$ cat src/rtl/router_pkg.sv
`default_nettype none
// ============================================================================
//  Module      : router_pkg
//  Description : Shared types and constants for the router output-port
//                receiver: receive FSM state encoding, default word width and
//                the default word layout held in the receive FIFO.
//  Revision    : 1.0 - initial release
// ============================================================================
package router_pkg;

   localparam int unsigned DEF_DATA_W = 8;
   localparam int unsigned NUM_PORTS  = 16;

   typedef enum logic [1:0] {
      SYNC  = 2'd0,
      IDLE  = 2'd1,
      RECV  = 2'd2,
      FLUSH = 2'd3
   } rx_state_e;

   // Word layout at the default width; the FIFO stores {data, last, err}.
   typedef struct packed {
      logic [DEF_DATA_W-1:0] data;
      logic                  last;
      logic                  err;
   } rx_word_t;

endpackage : router_pkg
`default_nettype wire

$ cat src/rtl/router_rx_fifo.sv
`default_nettype none
// ============================================================================
//  Module      : router_rx_fifo
//  Description : Synchronous first-word-fall-through FIFO. A write on a full
//                FIFO is ignored (the caller flags the drop); a read on an
//                empty FIFO is ignored. head_o is valid whenever !empty_o.
//  Ports       : clk, reset_n      - clock, synchronous active-low reset
//                push_i/push_data_i - write request and word
//                pop_i              - consume head word
//                full_o/empty_o     - occupancy flags
//                count_o            - entries held (0..DEPTH)
//                head_o             - oldest word
//  Revision    : 1.0 - initial release
// ============================================================================
module router_rx_fifo #(
   parameter int unsigned WIDTH = 10,
   parameter int unsigned DEPTH = 16
) (
   input  logic                     clk,
   input  logic                     reset_n,
   input  logic                     push_i,
   input  logic [WIDTH-1:0]         push_data_i,
   input  logic                     pop_i,
   output logic                     full_o,
   output logic                     empty_o,
   output logic [$clog2(DEPTH):0]   count_o,
   output logic [WIDTH-1:0]         head_o
);

   localparam int unsigned PW   = $clog2(DEPTH);
   localparam int unsigned CNTW = PW + 1;

   logic [WIDTH-1:0] mem_q [DEPTH];
   logic [PW-1:0]    wr_ptr_q;
   logic [PW-1:0]    rd_ptr_q;
   logic [CNTW-1:0]  count_q;
   logic             w_wr;
   logic             w_rd;

   assign full_o  = (count_q == CNTW'(DEPTH));
   assign empty_o = (count_q == '0);
   assign count_o = count_q;
   assign head_o  = mem_q[rd_ptr_q];

   // Fullness is judged before any same-cycle read, so a pop never makes
   // room for a push in the same cycle.
   assign w_wr = push_i && !full_o;
   assign w_rd = pop_i  && !empty_o;

   always_ff @(posedge clk) begin
      if (!reset_n) begin
         wr_ptr_q <= '0;
         rd_ptr_q <= '0;
         count_q  <= '0;
      end else begin
         if (w_wr) wr_ptr_q <= wr_ptr_q + PW'(1);
         if (w_rd) rd_ptr_q <= rd_ptr_q + PW'(1);
         case ({w_wr, w_rd})
            2'b10:   count_q <= count_q + CNTW'(1);
            2'b01:   count_q <= count_q - CNTW'(1);
            default: count_q <= count_q;
         endcase
      end
   end

   // Storage needs no reset: contents are only observed when non-empty.
   always_ff @(posedge clk) begin
      if (w_wr) mem_q[wr_ptr_q] <= push_data_i;
   end

endmodule : router_rx_fifo
`default_nettype wire

$ cat src/rtl/router_port_rx.sv
`default_nettype none
// ============================================================================
//  Module      : router_port_rx
//  Description : Receiver for one router output port. Deserialises the
//                frameo_n/valido_n/dout bit stream LSB-first into DATA_W-bit
//                words, tags each with last/err and queues them in a FWFT
//                FIFO presented as a valid/ready stream.
//  Ports       : clk, reset_n          - clock, synchronous active-low reset
//                frameo_n, valido_n    - router frame / bit-valid, active low
//                dout                  - router serial data
//                rx_data/rx_last/rx_err- FIFO head word and tags
//                rx_valid, rx_ready    - output stream handshake
//                fifo_count            - FIFO entries held
//                overflow, ovf_clr     - sticky drop flag and its clear
//  Revision    : 1.0 - initial release
// ============================================================================
module router_port_rx
   import router_pkg::*;
#(
   parameter int unsigned DATA_W     = DEF_DATA_W,
   parameter int unsigned FIFO_DEPTH = 16
) (
   input  logic                          clk,
   input  logic                          reset_n,
   input  logic                          frameo_n,
   input  logic                          valido_n,
   input  logic                          dout,
   output logic [DATA_W-1:0]             rx_data,
   output logic                          rx_last,
   output logic                          rx_err,
   output logic                          rx_valid,
   input  logic                          rx_ready,
   output logic [$clog2(FIFO_DEPTH):0]   fifo_count,
   output logic                          overflow,
   input  logic                          ovf_clr
);

   localparam int unsigned CW = $clog2(DATA_W + 1);
   localparam int unsigned IW = $clog2(DATA_W);
   localparam int unsigned WW = DATA_W + 2;

   rx_state_e          state_q,      state_d;
   logic [CW-1:0]      bit_cnt_q,    bit_cnt_d;
   logic [DATA_W-1:0]  shift_q,      shift_d;
   logic [DATA_W-1:0]  hold_data_q,  hold_data_d;
   logic               hold_valid_q, hold_valid_d;
   logic               hold_err_q,   hold_err_d;
   logic               overflow_q,   overflow_d;

   logic               w_accept;
   logic               w_end;
   logic               w_word_done;
   logic [DATA_W-1:0]  w_shift_new;
   logic [CW-1:0]      w_cnt_new;
   logic               w_push;
   logic [WW-1:0]      w_push_word;
   logic               w_fifo_full;
   logic               w_fifo_empty;
   logic [WW-1:0]      w_head;
   logic               w_pop;

   always_comb begin
      state_d      = state_q;
      bit_cnt_d    = bit_cnt_q;
      shift_d      = shift_q;
      hold_data_d  = hold_data_q;
      hold_valid_d = hold_valid_q;
      hold_err_d   = hold_err_q;
      w_accept     = 1'b0;
      w_end        = 1'b0;
      w_push       = 1'b0;
      w_push_word  = '0;

      case (state_q)
         // Only arm once the line is idle, so a frame already in flight at
         // reset release is ignored entirely.
         SYNC: begin
            if (frameo_n) state_d = IDLE;
         end
         // FLUSH emits the closing word and can also start the next frame.
         IDLE, FLUSH: begin
            if ((state_q == FLUSH) && hold_valid_q) begin
               w_push       = 1'b1;
               w_push_word  = {hold_data_q, 1'b1, hold_err_q};
               hold_valid_d = 1'b0;
               hold_data_d  = '0;
               hold_err_d   = 1'b0;
            end
            if (!frameo_n) begin
               state_d  = RECV;
               w_accept = !valido_n;
            end else begin
               state_d  = IDLE;
            end
         end
         // The final bit arrives together with frameo_n rising.
         RECV: begin
            w_accept = !valido_n;
            if (frameo_n) begin
               w_end   = 1'b1;
               state_d = FLUSH;
            end
         end
         default: state_d = SYNC;
      endcase

      w_shift_new = shift_q;
      if (w_accept) w_shift_new[bit_cnt_q[IW-1:0]] = dout;
      w_cnt_new   = bit_cnt_q + {{(CW-1){1'b0}}, w_accept};
      w_word_done = w_accept && (w_cnt_new == CW'(DATA_W));

      // A finished word (full, or a zero-padded runt at frame end) moves into
      // hold; the previous hold word is then known not to be last.
      if (w_word_done || (w_end && (w_cnt_new != '0))) begin
         if (hold_valid_q) begin
            w_push      = 1'b1;
            w_push_word = {hold_data_q, 1'b0, 1'b0};
         end
         hold_data_d  = w_shift_new;
         hold_valid_d = 1'b1;
         hold_err_d   = !w_word_done;
         shift_d      = '0;
         bit_cnt_d    = '0;
      end else begin
         shift_d      = w_shift_new;
         bit_cnt_d    = w_cnt_new;
      end

      // Setting on a dropped word takes priority over a clear request.
      if (w_push && w_fifo_full) overflow_d = 1'b1;
      else if (ovf_clr)          overflow_d = 1'b0;
      else                       overflow_d = overflow_q;
   end

   always_ff @(posedge clk) begin
      if (!reset_n) begin
         state_q      <= SYNC;
         bit_cnt_q    <= '0;
         shift_q      <= '0;
         hold_data_q  <= '0;
         hold_valid_q <= 1'b0;
         hold_err_q   <= 1'b0;
         overflow_q   <= 1'b0;
      end else begin
         state_q      <= state_d;
         bit_cnt_q    <= bit_cnt_d;
         shift_q      <= shift_d;
         hold_data_q  <= hold_data_d;
         hold_valid_q <= hold_valid_d;
         hold_err_q   <= hold_err_d;
         overflow_q   <= overflow_d;
      end
   end

   router_rx_fifo #(
      .WIDTH (WW),
      .DEPTH (FIFO_DEPTH)
   ) u_fifo (
      .clk         (clk),
      .reset_n     (reset_n),
      .push_i      (w_push),
      .push_data_i (w_push_word),
      .pop_i       (w_pop),
      .full_o      (w_fifo_full),
      .empty_o     (w_fifo_empty),
      .count_o     (fifo_count),
      .head_o      (w_head)
   );

   // Head fields are forced to zero while empty so the outputs are defined
   // without resetting FIFO storage.
   assign rx_valid = !w_fifo_empty;
   assign w_pop    = rx_valid && rx_ready;
   assign rx_data  = rx_valid ? w_head[WW-1:2] : '0;
   assign rx_last  = rx_valid && w_head[1];
   assign rx_err   = rx_valid && w_head[0];
   assign overflow = overflow_q;

endmodule : router_port_rx
`default_nettype wire
$ cat config.mk
export PLATFORM = sky130hd
export DESIGN_NAME = router_port_rx
export DESIGN_NICKNAME = d
export VERILOG_FILES = /design/src/rtl/router_pkg.sv /design/src/rtl/router_rx_fifo.sv /design/src/rtl/router_port_rx.sv
export SDC_FILE = /design/constraint.sdc
export NUM_CORES = 1
export LEC_CHECK = 0
export CAP_MARGIN = 15
export CORE_UTILIZATION = 40
export CTS_CLUSTER_SIZE = 25
export DETAILED_ROUTE_END_ITERATION = 8
export GPL_TIMING_DRIVEN = 0
export SETUP_SLACK_MARGIN = 0.2
export SLEW_MARGIN = 20
export SYNTH_ARGS = -nofsm -noshare
export SYNTH_HDL_FRONTEND = slang
export SYNTH_SLANG_ARGS = --single-unit
$ cat constraint.sdc
create_clock -name clk -period 5.7 [get_ports clk]
set_input_delay 1.14 -clock clk [delete_from_list [all_inputs] [get_ports clk]]
set_output_delay 1.14 -clock clk [all_outputs]
set_load 0.02 [all_outputs]
# == Word level (Yosys, flattened, before mapping) ==
# Memory sizes are Yosys's and may differ from the RTL's. A register that Yosys moved wholly into a read port is not among the register bits.
# Cells that the tools add are included.
# totals
regBits,38
latch_bits,0
ramBits,160
mem_bits_ro,0
input_bits,7
output_inout_bits,17
elab_cells,89
memories,1
# memory_table
memory,depth,width,rd,rd_ports_with_merged_regs,write_ports,line_no,rtl
u_fifo.mem_q,16,10,1,1,1,router_rx_fifo.sv:33,logic [WIDTH-1:0] mem_q [DEPTH];
# classes
addsub,5
mul,0
div,0
magnitude_cmp,2
n_eq_ne,9
shift,0
muxes,35
bitwise_logic,1
n_reduce_logical,26
# ops
operator,n
$mux W10,4
$mux W8,5
$mux W1,16
$logic_and A1 B1 Y1,10
$pmux W5 S2,1
$add A4 B1 Y4 const B,2
$bwmux W8,1
$mux W4,2
$reduce_bool A2 Y1,4
$eq A2 B2 Y1 const B,3
$mux W2,3
$pmux W2 S3,1
$add A5 B1 Y5 const B,1
$eq A5 B5 Y1 const B,1
$logic_not A5 Y1,1
$sub A5 B1 Y5 const B,1
$add A4 B1 Y4,1
$eq A2 B1 Y1 const B,2
$eq A4 B4 Y1 const B,1
$logic_not A1 Y1,4
$lt A3 B4 Y1 const B,1
$ne A2 B2 Y1 const B,2
$reduce_and A2 Y1,2
$reduce_bool A4 Y1,1
other kinds (7),8

# == Logic depth before layout (Yosys ltp) ==
# depth
depth_word,11
mapped_depth,19
depth_no_buf,16

# == By module ==
# From an unflattened synthesis, not the netlist that was laid out.
# unflattened
hier_cells,551
hier_area_um2,8585.7
# modules_own_cells
mod,instances,cells_each,area_each_um2,seq_area_each_um2
router_rx_fifo,1,379,7116.8,5144.9
router_port_rx,1,172,1468.9,500.5

# == Least setup slack after synthesis ==
# OpenSTA, ideal clock, no wires.
# synth_timing
path_type,input to register
from,input port frameo_n
to,register u_fifo.count_q[4] (netlist: u_fifo.count_o[4])
setup_time_ps,72
arrival_time_ps,4535
t_required_ps,5628
path_slack_ps,1093
stages,19
path_buffers,3
cell_sequence,nand2b_1 clkbuf_1 a21oi_1 ha_1 ha_1 nor2_1 o2111ai_1 a221oi_4 nand2_4 buf_6 ha_1 clkbuf_1 xor2_1 ha_1 a211o_1 nand2_1 nand3b_1 a31oi_1 mux2i_1
# synth_via
elab_chain_cells,10
word_cells_on_any_way,16
classes_between,1 x add/sub; 3 x eq/ne; 6 x mux; 6 x reduce/logical
# synth_lines
item,line_no,rtl
"start, declared",router_port_rx.sv:25,"input logic frameo_n,"
$mux W1 *,router_port_rx.sv:89,if (!frameo_n) begin
$pmux W1 S2 *,router_port_rx.sv:74,case (state_q)
$add A4 B1 Y4 *,router_port_rx.sv:109,"w_cnt_new = bit_cnt_q + {{(CW-1){1'b0}}, w_accept};"
named net w_cnt_new[1],router_port_rx.sv:54,logic [CW-1:0] w_cnt_new;
$eq A4 B4 Y1 or $reduce_bool A4 Y1 (tied branches),"router_port_rx.sv:110, router_port_rx.sv:114",
$logic_and A1 B1 Y1 (on tied branches),"router_port_rx.sv:110, router_port_rx.sv:114",
$logic_or A1 B1 Y1 *,router_port_rx.sv:114,if (w_word_done || (w_end && (w_cnt_new != '0))) begin
$mux W1 *,router_port_rx.sv:114,
$logic_and A1 B1 Y1 *,router_rx_fifo.sv:47,assign w_wr = push_i && !full_o;
$eq A2 B1 Y1 or $eq A2 B2 Y1 (tied branches),router_rx_fifo.sv:58,"case ({w_wr, w_rd})"
$pmux W5 S2 or $reduce_bool A2 Y1 (tied branches),--,
"end signal, assigned",router_rx_fifo.sv:59,2'b10: count_q <= count_q + CNTW'(1);
"end signal, assigned",router_rx_fifo.sv:60,2'b01: count_q <= count_q - CNTW'(1);
"end signal, assigned",router_rx_fifo.sv:61,default: count_q <= count_q;
"end, declared",router_rx_fifo.sv:36,logic [CNTW-1:0] count_q;
# Mark *: on every way through the listed nets, which the timed path passes. The rest lies on a longest branch.
# A chain may end at the register's enable or synchronous reset.

# == Final worst setup path ==
# Ends and elaborated chain as after synthesis.

==> flow_metrics.py <==
metrics = {
    "cts": {
        "holdBufCountCts": 0,
        "cts_max_level": 1,
        "cts_tree": "built",
        "clockBufferDepth": 3,
        "cts_buffers": 22,
        "path_clk_slew_ps": 50,
        "root_buffer": "clkbuf_16",
        "clock_latency_ps": 510,
        "postCtsSetupRepairBufs": 0,
        "ctsResizeCount": 0,
        "cts.sinks": 202,
    },
    "sta": {
        "fin_ws_ps": 363,
        "tightest_slew_ps": 1140,
        "slew_headroom": 0.238,
        "final.min_clock_period_ps": 5340,
        "fmax_mhz": 187,
        "skew_ps": 23.7,
        "timing.final.crit_share": 0.936,
        "setup_viol": 0,
        "maxSlewViolCount": 0,
        "setup_tns_ps": 0,
        "hold_violations": 0,
        "rsz0062_at_grt": "false",
    },
    "yosys": {
        "ys_seq_area_frac": 0.665,
        "synth_top_family_by_area": "multiplexers",
        "synth_top_area_share": 0.566,
        "synth_compound_area_frac": 0.0333,
        "yosysTopAreaCell": "edfxtp_1",
        "synth_simple_gate_area_frac": 0.0887,
        "synth_warnings": 0,
        "async_reset_ff_frac": 0,
        "muxShareOfSynthArea": 0.163,
        "synth_xor_area_frac": 0.0102,
        "syn_area_per_cell_um2": 17.1,
        "synth_area_leaders": "edfxtp_1, dfxtp_1, mux4_1",
        "synth_edf_count": 160,
        "synth_fp_nets": 513,
        "synthCells": 495,
        "synthAdderAreaFrac": 0.0162,
        "synth_flop_cell": "edfxtp_1",
        "ys_ff_latch": 202,
        "synth_area_um2": 8490,
        "synth_cell_type_count": 47,
    },
    "global_route": {
        "grt_overflow": 0,
        "grt_pass1_vias": 4533,
        "grtUsageTotal": 0.158,
        "grt_pass1_wl_um": 26200,
        "grt_max_degree": 18,
        "antenna_found_initial": 0,
    },
    "layout": {
        "nFillCells": 1730,
        "synthToLayoutAreaGrowth_pct": 15.6,
        "drive_above_1_share": 0.143,
        "final_core_util": 0.479,
        "n_antenna_cell": 0,
        "postLayoutCellArea_um2": 9810,
        "nets": 563,
    },
    "worst_setup_path": {
        "critPathRequiredTime_ps": 6120,
        "rr_endpoint": "u_fifo.count_o[4]$_SDFFE_PN0P_",
        "worstPathMaxFanout": 11,
        "critPathKind": "in2reg",
        "r2r-start": "state_q[0]$_SDFFE_PN0P_",
        "reg2regPathDepth": 19,
        "cp-end-kind": "flop",
        "startpoint_type": "input pin",
        "r2r_slack_ps": 970,
        "worstPathArrival_ps": 5760,
    },
    "die": {
        "die_area_um2": 21800,
        "core_um2": 20500,
        "die_y_um": 148,
        "fp.dieW_um": 148,
        "start_util": 0.414,
        "io_pins": 24,
        "rows": 52,
    },
    "power_and_ir_drop": {
        "powerDensity_nw_per_um2": 296,
        "seqPwrFrac": 0.541,
        "switching_share": 0.193,
        "p_leak_uw": 0.00316,
        "p_int_uw": 2340,
        "p_clk_frac": 0.450,
        "ir_drop_v": 0.000209,
        "power_uw": 2910,
        "power_frac_comb": 0.009,
        "p_sw_uw": 562,
    },
    "routing": {
        "final_antenna_net_count": 0,
        "drt_iter0_drc": 268,
        "drc": 0,
        "wl_um": 16600,
        "drt-pass1-iter-count": 4,
        "avgViaCountPerCell": 5.37,
        "wl_per_cell_um": 19.9,
        "vias": 4460,
    },
    "place": {
        "dpl-instance-area_um2": 9130,
        "port_buffers": 20,
        "dp.final_hpwl_um": 11100,
        "dp_slack_ps": -237,
        "gp_congestion": 0.807,
    },
    "hold_path": {
        "min_to": "overflow$_SDFFE_PN0P_",
        "min_delay_path_depth": 2,
        "min-delay-start": "overflow$_SDFFE_PN0P_",
        "min_path_type": "reg2reg",
    },
    "outcome": {
        "status": "complete, no violations",
    },
    "job": {
        "cap_violations": 0,
    },
}
flip-flops by register name, summed over array words and instances, names as in the netlist, named ones only:
register,cells
u_fifo.count_o,5
u_fifo.rd_ptr_q,4
hold_err_q,1
bit_cnt_q,4
hold_data_q,8
u_fifo.mem_q,160
overflow,1
hold_valid_q,1
u_fifo.wr_ptr_q,4
shift_q,8
state_q,1
per-stage QoR:
step                hold WS (ps)  std cells
floorplan                    456        495
global placement             466        785
detailed placement           470        791
CTS                          482        831
global route                 517        831
finish                       478        831
metal layers:
metal / share of wire / vias to the layer above / track usage
met5: 0 / - / 0
met4: 0.018 / 0 / 0.0361
met3: 0.041 / 20 / 0.0235
met2: 0.50 / 104 / 0.268
met1: 0.44 / 2289 / 0.217
li1: - / 2047 / -
worst max path at each step:
stage / cells past startpoint / end / startpoint
after floorplan: 19 / u_fifo.count_o[4]$_SDFFE_PN0P_ / frameo_n
after global placement: 11 / u_fifo.mem_q[4][2]$_DFFE_PP_ / frameo_n
after detailed placement: 20 / u_fifo.count_o[4]$_SDFFE_PN0P_ / frameo_n
after CTS: 20 / u_fifo.count_o[4]$_SDFFE_PN0P_ / frameo_n
after global routing: 20 / u_fifo.count_o[4]$_SDFFE_PN0P_ / frameo_n
final: 20 / u_fifo.count_o[4]$_SDFFE_PN0P_ / frameo_n
synthesized netlist by cell type, types with 5 or more instances:
library cell / n
nand3_1: 9
nand2b_1: 9
mux4_1: 28
o21a_1: 8
and3_1: 12
edfxtp_1: 160
mux2i_1: 15
nand3b_1: 7
nor2_1: 29
clkbuf_1: 20
dfxtp_1: 42
buf_6: 5
a2111oi_0: 8
ha_1: 11
nand2_1: 21
inv_1: 6
nor2b_1: 7
and2_1: 24
mux4_2: 22
worst max-delay path, cell delays in order:
cell and delay [ps]:
clkdlybuf4s50_1 510, nand2b_1 120, clkbuf_2 210, a21oi_1 100, ha_1 230, ha_1 290
nor2_1 320, o2111ai_2 240, a221oi_4 410, nand2_4 210, buf_6 200, ha_1 190
clkbuf_1 210, xor2_1 190, ha_1 240, a211o_1 270, nand2_1 70, nand3b_1 80
a31oi_1 290, mux2i_1 220
final cells by class:
type,instances,area (um2),area share
Sequential cell,202,5650,0.576
Multi-Input combinational cell,255,2700,0.275
Clock buffer,31,584,0.0596
Tap cell,270,338,0.0344
Timing Repair Buffer,26,256,0.0261
Buffer,32,180,0.0184
Clock inverter,9,82.6,0.00842
Inverter,6,22.5,0.00230
power by group through the flow:
stage                     Clock, uW  Combinational (uW)  Sequential, uW
after CTS                      1330                26.9            1570
after detailed placement          0                26.6            1600
after floorplan                   0                17.9            1600
after global routing           1390                30.2            1570
final                          1310                27.6            1570
after global placement            0                25.1            1600
cell families after synthesis:
| group | Yosys count |
|---|---|
| xor gates and xnor gates | 9 |
| buffers and inverters | 38 |
| AOI/OAI and AO/OA | 36 |
| DFF | 202 |
| and+or+nand+nor | 134 |
| muxes | 65 |
| adders and majority gates | 11 |
cells in the final DEF, fill, tap and decap left out, types with 3 or more instances in the layout:
cell,Yosys,routed
nor3_2,1,4
a21oi_1,3,3
a2111oi_0,8,8
mux2i_1,15,15
buf_4,1,4
clkdlybuf4s50_1,0,20
nor2_1,29,29
o21ai_0,4,4
and3_1,12,12
nor4b_4,0,4
ha_1,11,11
buf_1,4,4
nor2b_1,7,6
mux4_2,22,22
nand2_1,21,21
xnor2_1,4,4
xor2_1,4,4
buf_6,5,8
nand3_1,9,9
edfxtp_1,160,160
clkbuf_1,20,28
dfxtp_1,42,42
and2_1,24,24
o21a_1,8,8
nand2b_1,9,9
clkbuf_16,0,22
clkinv_2,0,4
a21boi_0,3,3
inv_1,6,6
nand3b_1,7,7
mux4_1,28,28
Note: power is estimated with default switching activity, not from simulation.
